### config.mk
export PLATFORM = sky130hd
export DESIGN_NAME = wb_stage
export DESIGN_NICKNAME = d
export VERILOG_FILES = /design/src/rtl/mips_pkg.sv /design/src/rtl/load_extend.sv /design/src/rtl/wb_stage.sv
export SDC_FILE = /design/constraint.sdc
export NUM_CORES = 1
export LEC_CHECK = 0
export CORE_MARGIN = 10
export CORE_UTILIZATION = 40
export DETAILED_ROUTE_END_ITERATION = 8
export GPL_TIMING_DRIVEN = 0
export PLACE_DENSITY = 0.77
export SLEW_MARGIN = 25
export SYNTH_ARGS = -nofsm -noshare
export SYNTH_HDL_FRONTEND = slang
export SYNTH_SLANG_ARGS = --single-unit
### constraint.sdc
create_clock -name clk -period 3 [get_ports clk]
set_clock_uncertainty 0.1 [all_clocks]
set_input_delay 0.3 -clock clk [delete_from_list [all_inputs] [get_ports clk]]
set_output_delay 0.3 -clock clk [all_outputs]
set_load 0.005 [all_outputs]
### src/rtl/mips_pkg.sv
// Shared encodings for the MIPS pipeline: writeback source selects and load types.
package mips_pkg;
    localparam logic [1:0] WBSEL_ALU  = 2'b00;
    localparam logic [1:0] WBSEL_LOAD = 2'b01;
    localparam logic [1:0] WBSEL_LINK = 2'b10;

    localparam logic [2:0] LD_LW  = 3'b000;
    localparam logic [2:0] LD_LB  = 3'b001;
    localparam logic [2:0] LD_LBU = 3'b010;
    localparam logic [2:0] LD_LH  = 3'b011;
    localparam logic [2:0] LD_LHU = 3'b100;
endpackage

### src/rtl/load_extend.sv
// Picks the addressed byte/halfword out of a little-endian data word and extends it to 32 bits.
module load_extend
    import mips_pkg::*;
(
    input  logic [31:0] rdata,
    input  logic [1:0]  addr_lo,
    input  logic [2:0]  ldtype,
    output logic [31:0] value
);
    logic [7:0]  lane [4];
    logic [15:0] half [2];
    logic [7:0]  sel_b;
    logic [15:0] sel_h;

    genvar gi;
    generate
        for (gi = 0; gi < 4; gi++) begin : g_lane
            assign lane[gi] = rdata[8*gi +: 8];
        end
        for (gi = 0; gi < 2; gi++) begin : g_half
            assign half[gi] = rdata[16*gi +: 16];
        end
    endgenerate

    // Halfword loads ignore addr_lo[0]; misalignment is not trapped here.
    assign sel_b = lane[addr_lo];
    assign sel_h = half[addr_lo[1]];

    always_comb begin
        value = rdata;
        case (ldtype)
            LD_LB:   value = {{24{sel_b[7]}}, sel_b};
            LD_LBU:  value = {24'd0, sel_b};
            LD_LH:   value = {{16{sel_h[15]}}, sel_h};
            LD_LHU:  value = {16'd0, sel_h};
            default: value = rdata;
        endcase
    end
endmodule

### src/rtl/wb_stage.sv
// MEM/WB pipeline register and writeback driver for the register file, with same-cycle bypass flags.
module wb_stage
    import mips_pkg::*;
#(
    parameter int CNT_W = 32
) (
    input  logic             clk,
    input  logic             rst,
    input  logic             stall,
    input  logic             flush,
    input  logic             mem_valid,
    input  logic             mem_regwr,
    input  logic [4:0]       mem_rd,
    input  logic [1:0]       mem_wbsel,
    input  logic [2:0]       mem_ldtype,
    input  logic [1:0]       mem_addr_lo,
    input  logic [31:0]      mem_alu,
    input  logic [31:0]      mem_rdata,
    input  logic [31:0]      mem_pc8,
    input  logic [4:0]       id_A,
    input  logic [4:0]       id_B,
    output logic [4:0]       rf_W,
    output logic [31:0]      rf_din,
    output logic             rf_RFWr,
    output logic             fwd_A,
    output logic             fwd_B,
    output logic             wb_valid,
    output logic [CNT_W-1:0] retired
);
    logic             valid_reg;
    logic             regwr_reg;
    logic [4:0]       rd_reg;
    logic [31:0]      data_reg;
    logic             done_reg;
    logic [CNT_W-1:0] retired_reg;
    logic [31:0]      load_val;
    logic [31:0]      data_next;

    load_extend u_load_extend (
        .rdata   (mem_rdata),
        .addr_lo (mem_addr_lo),
        .ldtype  (mem_ldtype),
        .value   (load_val)
    );

    always_comb begin
        data_next = mem_alu;
        case (mem_wbsel)
            WBSEL_LOAD: data_next = load_val;
            WBSEL_LINK: data_next = mem_pc8;
            default:    data_next = mem_alu;
        endcase
    end

    // done marks an entry that has already committed while being held by a stall.
    always_ff @(posedge clk or posedge rst) begin
        if (rst) begin
            valid_reg <= 1'b0;
            regwr_reg <= 1'b0;
            rd_reg    <= 5'd0;
            data_reg  <= 32'd0;
            done_reg  <= 1'b0;
        end else if (flush) begin
            valid_reg <= 1'b0;
            done_reg  <= 1'b0;
        end else if (stall) begin
            if (valid_reg)
                done_reg <= 1'b1;
        end else begin
            valid_reg <= mem_valid;
            regwr_reg <= mem_regwr;
            rd_reg    <= mem_rd;
            data_reg  <= data_next;
            done_reg  <= 1'b0;
        end
    end

    always_ff @(posedge clk or posedge rst) begin
        if (rst)
            retired_reg <= '0;
        else if (valid_reg && !done_reg)
            retired_reg <= retired_reg + CNT_W'(1);
    end

    // rf does not protect $0, so writes to it are suppressed here.
    assign rf_RFWr  = valid_reg & regwr_reg & (rd_reg != 5'd0) & ~done_reg;
    assign rf_W     = rd_reg;
    assign rf_din   = data_reg;
    assign fwd_A    = rf_RFWr & (id_A == rd_reg);
    assign fwd_B    = rf_RFWr & (id_B == rd_reg);
    assign wb_valid = valid_reg;
    assign retired  = retired_reg;
endmodule

==> results of run 1 <==
## synth_stat cells, types with 3 or more instances
cell type,instances,area share
inv_1,11,0.0091
xor2_1,27,0.052
and4_1,6,0.012
or3_1,8,0.011
o21ai_0,38,0.042
mux2i_1,9,0.020
buf_2,7,0.0077
xnor2_1,15,0.029
a211oi_1,14,0.023
nor4_1,7,0.0096
a21oi_1,9,0.0099
nor2b_1,10,0.014
o21bai_1,7,0.012
nand2_1,97,0.080
o21ai_1,10,0.011
nand2b_1,5,0.0069
nand4_1,6,0.0083
o32ai_1,8,0.015
nor2_1,30,0.025
clkbuf_1,23,0.019
nand3_1,15,0.017
a31oi_1,15,0.021
o211ai_1,18,0.030
o22ai_1,25,0.034
nor3_1,8,0.0088
ha_1,3,0.0083
dfrtp_1,72,0.40
## worst max path at each step
stage | start | slack [ps] | endpoint | cells after the start
floorplan | rst | 780 | done_reg | 1
global placement | rst | -520 | rf_din[24] | 2
detailed placement | mem_wbsel[0] | 7 | rf_din[8] | 9
CTS | wb_valid | 340 | fwd_B | 4
global route | mem_wbsel[0] | 110 | rf_din[19] | 9
finish | mem_wbsel[0] | 300 | rf_din[19] | 9
## worst register-to-register path, cell delays in order (launching register included)
cell and delay, ps:
dfrtp_1 440, ha_1 190, nand3b_2 190, or4b_1 550, buf_2 180, nor3_2 210
xor2_1 160
## cell families after synthesis
| logic type | after synthesis |
|---|---|
| AND/OR/NAND/NOR | 207 |
| buffers and inverters | 45 |
| XOR/XNOR | 42 |
| adder cells (fa/ha/maj) | 4 |
| flip-flops | 72 |
| multiplexers | 12 |
| AO/OA/AOI/OAI | 155 |
## metrics by stage
stage	utilization	worst slack [ps]	area, um^2	TNS, ps
3_3_place_gp	0.606	-522	6660	-37250
4_1_cts	0.634	338	6960	0
3_5_place_dp	0.609	7.05	6690	0
5_1_grt	0.634	109	6960	0
2_1_floorplan	-	775	4540	0
6_report	0.634	295	6960	0
## area by class of cell
type / instances / share of cell area
plain buffers: 34 / 0.0217
clock buffers: 10 / 0.0329
clock inverters: 6 / 0.00629
inverters: 11 / 0.00629
multi-input cells: 420 / 0.366
flip-flops and latches: 72 / 0.259
well taps: 140 / 0.0252
repair buffers: 195 / 0.283
## power breakdown
group          internal [W]  switching [W]
Combinational      0.000516       0.000405
Clock              0.000563       0.000432
Sequential          0.00109       0.000116
## routing by layer
layer / wire [um] / share of wire / vias up / GRT usage
li1: - / - / 2363 / -
met1: 7010 / 0.39 / 2432 / 0.241
met2: 8690 / 0.48 / 286 / 0.364
met3: 2100 / 0.12 / 25 / 0.103
met4: 303 / 0.017 / 0 / 0.0697
met5: 0 / 0 / - / 0
==> flow_summary.yaml, run 1 <==
outcome:
  outcome: "finished clean"
floorplan:
  die_y_um: 127
  dieArea_um2: 16000
  die_w_um: 127
  num_rows: 38
  initial_core_util: 0.414
  ioPinCount: 197
  design.core.area_um2: 11000
routing:
  detail_route.vias_per_cell: 5.75
  firstDrtPassIters: 6
  totalWireLength_mm: 18.1
  vias: 5106
  antenna_left: 0
  drc_errors: 0
  wire_per_inst_um: 20.4
  drt_iter0_markers: 423
critical_path:
  max_stage_delay_ps: 490
  path_delay_family: "buffers and inverters"
  cpMaxStageDelayCell: "clkdlybuf4s50_1"
  setup.worst_path.class: "in2reg"
  endpoint_kind: "flip-flop"
  crit_buf_inv: 6
  r2r-end: "retired[18]"
  cp.arrival_ps: 2850
  path_max_fanout: 10
  r2r_start: "retired[0]"
  worst-r2r-setup-slack_ps: 890
  cp-start-kind: "input pin"
  cp_cell_sequence: "clkdlybuf4s50_1 -> inv_1 -> ha_1 -> clkbuf_1 -> inv_1 -> clkbuf_1 -> clkbuf_1 -> o22ai_1 -> o21ai_0"
  worstPathRequired_ps: 3140
  r2r_cells: 6
  crit_top_cell: "clkbuf_1"
power:
  finalPower_w: 0.00312
  p_per_area_nw_per_um2: 449
  leakagePower_nw: 2.80
  vdd_drop_max_mv: 0.310
timing:
  setup_violations: 0
  slew_headroom: 0.389
  whs_ps: 230
  fin_crit_ps: 2700
  finalMaxSlewViolations: 0
  min_period_over_period: 0.902
  worst_pin_slew_ps: 909
  fmax_mhz: 370
  grt_setup_unrepaired: "false"
  finalHoldViolCount: 0
grt:
  grt_pass1_vias: 5419
  grt_use_total: 0.218
  grt_pass1_wl_mm: 28.9
  antenna_found_initial: 0
  grt_max_degree: 45
  gr-total-overflow: 0
final_layout:
  fillerInstances: 948
  seq_area_um2: 1800
  antenna-diode-count: 0
  layout.nets: 870
  areaGrowthSynthToFinish_pct: 53.3
  drive_above_1_share: 0.0495
  layout_common_cells: "194 x clkdlybuf4s50_1, 97 x nand2_1, 72 x dfrtp_1, 38 x o21ai_0, 30 x nor2_1"
  multi_input_area_um2: 2550
  layout_commonest_cell: "clkdlybuf4s50_1"
  fin_cells: 888
synth:
  yosysWarnings: 0
  synth_nets: 664
  yosys.area_share.simple: 0.220
  synth_top_family_by_area: "compound AO/OA/AOI/OAI gates"
  synth-compound-area-share: 0.220
  muxShareOfSynthArea: 0.0298
  async_reset_ff_frac: 1.00
  synth_top_flop_cell: "dfrtp_1"
  synth.distinct_cells: 57
  synth-xor-area-share: 0.0810
  ys_ff_latch: 72
  synthesis.area_um2: 4540
  synth_edf_count: 0
  synthAdderAreaFrac: 0.0105
  syn_avg_cell_area_um2: 8.46
  synthCells: 537
  synth_seq_area_share: 0.397
cts:
  clock-sinks: 72
  clk_pin_slew_ps: 60
  cts_tree: "built"
  cts-resized-gates: 0
  hold_buffers: 0
  clk_path_buf_depth: 2
  htree_levels: 3
  cts_buffers: 9
  clock-root-buffer: "clkbuf_16"
  insertion_delay_ps: 330
  post_cts_buffers: 0
place:
  numPortBuffers: 194
  hpwl_mm: 14.4
  placed_cells: 872
  gp_congestion: 0.969
worst_hold_path:
  min_path_type: "in2async"
flow_run:
  max_cap_violations: 0
(Power assumes the default switching activity.)
==> run 2, diff against run 1 <==
CORE_MARGIN = 2   (was 10)
==> run 2 against run 1 <==
Net effect: combinational power decreased by 2%; critical path type is now reg2out; cell count fell by 0.11%; largest power group unchanged; register-to-register slack better by 50 ps; core utilization rose by 0.32 points; worst hold slack got worse by 16 ps; global-route usage is 4.4 points higher; setup slack improved by 40 ps.
==> flow_summary.yaml, run 2 (synthesized netlist as in run 1, its figures left out) <==
outcome:
  outcome: "finished clean"
timing:
  fmax_mhz: 375
  finalMaxSlewViolations: 0
  min_period_over_period: 0.888
  grt_setup_unrepaired: "false"
  worst_slack_ps: 336
  finalHoldViolCount: 0
  worst_pin_slew_ps: 909
  fin_crit_ps: 2660
  fin_tns_setup_ps: 0
  setup_violations: 0
  slew_headroom: 0.389
power:
  vdd_drop_max_mv: 0.223
  leakagePower_nw: 2.82
  p_per_area_nw_per_um2: 459
final_layout:
  fin_area_um2: 7000
  drive_above_1_share: 0.0482
  layout.nets: 870
  post-route-util: 0.637
  layout_common_cells: "194 x clkdlybuf4s50_1, 97 x nand2_1, 72 x dfrtp_1, 38 x o21ai_0, 30 x nor2_1"
  antenna-diode-count: 0
  layout_commonest_cell: "clkdlybuf4s50_1"
  areaGrowthSynthToFinish_pct: 54.0
place:
  hpwl_mm: 12.7
  pre_cts_slack_ps: 20.9
  gp_congestion: 0.979
  dpl-instance-area_um2: 6690
  numPortBuffers: 194
cts:
  cts_buffers: 9
  post_cts_buffers: 0
  clk_path_buf_depth: 2
  clock-sinks: 72
  clk_pin_slew_ps: 60
  htree_levels: 3
  cts_tree: "built"
  clock-root-buffer: "clkbuf_16"
  hold_buffers: 0
  insertion_delay_ps: 320
  cts-resized-gates: 0
floorplan:
  initial_core_util: 0.414
  dieArea_um2: 12200
  die_w_um: 111
  design.core.area_um2: 11000
  die_y_um: 111
  ioPinCount: 197
  num_rows: 38
routing:
  vias: 5093
  antenna_left: 0
  firstDrtPassIters: 7
  wire_per_inst_um: 18.4
  wl_met1_mm: 6.52
  totalWireLength_mm: 16.3
  dr_wl_met2_mm: 7.91
  drc_errors: 0
  drt_iter0_markers: 359
  top_layer_used: "met4"
  detail_route.vias_per_cell: 5.74
  wl_met3_mm: 1.54
critical_path:
  r2r-end: "retired[18]"
  cp_cell_sequence: "nor2b_1 -> o211ai_1 -> nor4_1 -> clkdlybuf4s50_1"
  worst-r2r-setup-slack_ps: 940
  max_stage_delay_ps: 560
  cp.arrival_ps: 2260
  path_max_fanout: 7
  endpoint_kind: "output pin"
  setup.worst_path.class: "reg2out"
  r2r_start: "retired[0]"
  r2r_cells: 6
  worstPathRequired_ps: 2600
  cp-start-kind: "flip-flop"
  cpMaxStageDelayCell: "clkdlybuf4s50_1"
grt:
  grt_pass1_vias: 5195
  grt_use_total: 0.262
  antenna_found_initial: 0
  grt_max_degree: 49
  gr-total-overflow: 0
  grt_pass1_wl_mm: 26.1
worst_hold_path:
  min_path_type: "in2async"
flow_run:
  max_cap_violations: 0
-- run 2: per-layer routing --
| metal | global-route usage | vias to the layer above |
|---|---|---|
| met2 | 0.454 | 282 |
| met3 | 0.0708 | 23 |
| met5 | 0 | - |
| li1 | - | 2361 |
| met1 | 0.311 | 2427 |
| met4 | 0.0950 | 0 |
-- run 2: worst max-delay path by stage --
stage	startpoint	end	slack, ps	cells after the start
after floorplan	rst	done_reg	780	1
after global placement	rst	rf_din[24]	-550	2
final	wb_valid	fwd_B	340	4
after global routing	mem_wbsel[0]	rf_din[18]	160	9
after detailed placement	mem_wbsel[0]	rf_din[18]	20	9
after CTS	wb_valid	fwd_B	330	4
-- run 2: critical path: cells and delay by family (launching register included) --
family          cells  cell delay, ps
compound gates      1             220
buf+inv             1             560
flops               1             450
simple gates        2             710
-- run 2: final cells by class --
type | count | area, um^2
inverters | 11 | 43.8
well taps | 140 | 175
clock buffers | 13 | 270
plain buffers | 34 | 151
clock inverters | 2 | 37.5
fillers | 934 | 3990
repair buffers | 195 | 1970
flip-flops and latches | 72 | 1800
multi-input cells | 420 | 2550
-- run 2: power by group --
| group | switching [W] | internal, W |
|---|---|---|
| Combinational | 0.000391 | 0.000515 |
| Sequential | 0.000116 | 0.00109 |
| Clock | 0.000392 | 0.000708 |
| Total | 0.000899 | 0.00232 |
-- run 2: through the flow --
step / std cells / power [W] / hold WS [ps]
6_report: 887 / 0.00321 / 213
5_1_grt: 887 / 0.00337 / 244
4_1_cts: 887 / 0.00324 / 217
3_5_place_dp: 872 / 0.00212 / 361
3_3_place_gp: 871 / 0.00209 / 359
2_1_floorplan: 537 / 0.00156 / 266
==> run 3, diff against run 2 <==
HOLD_SLACK_MARGIN = 0.02   (was not set)
==> results of run 3 <==
The final DEF is identical to that of run 2; final timing and power are the same.
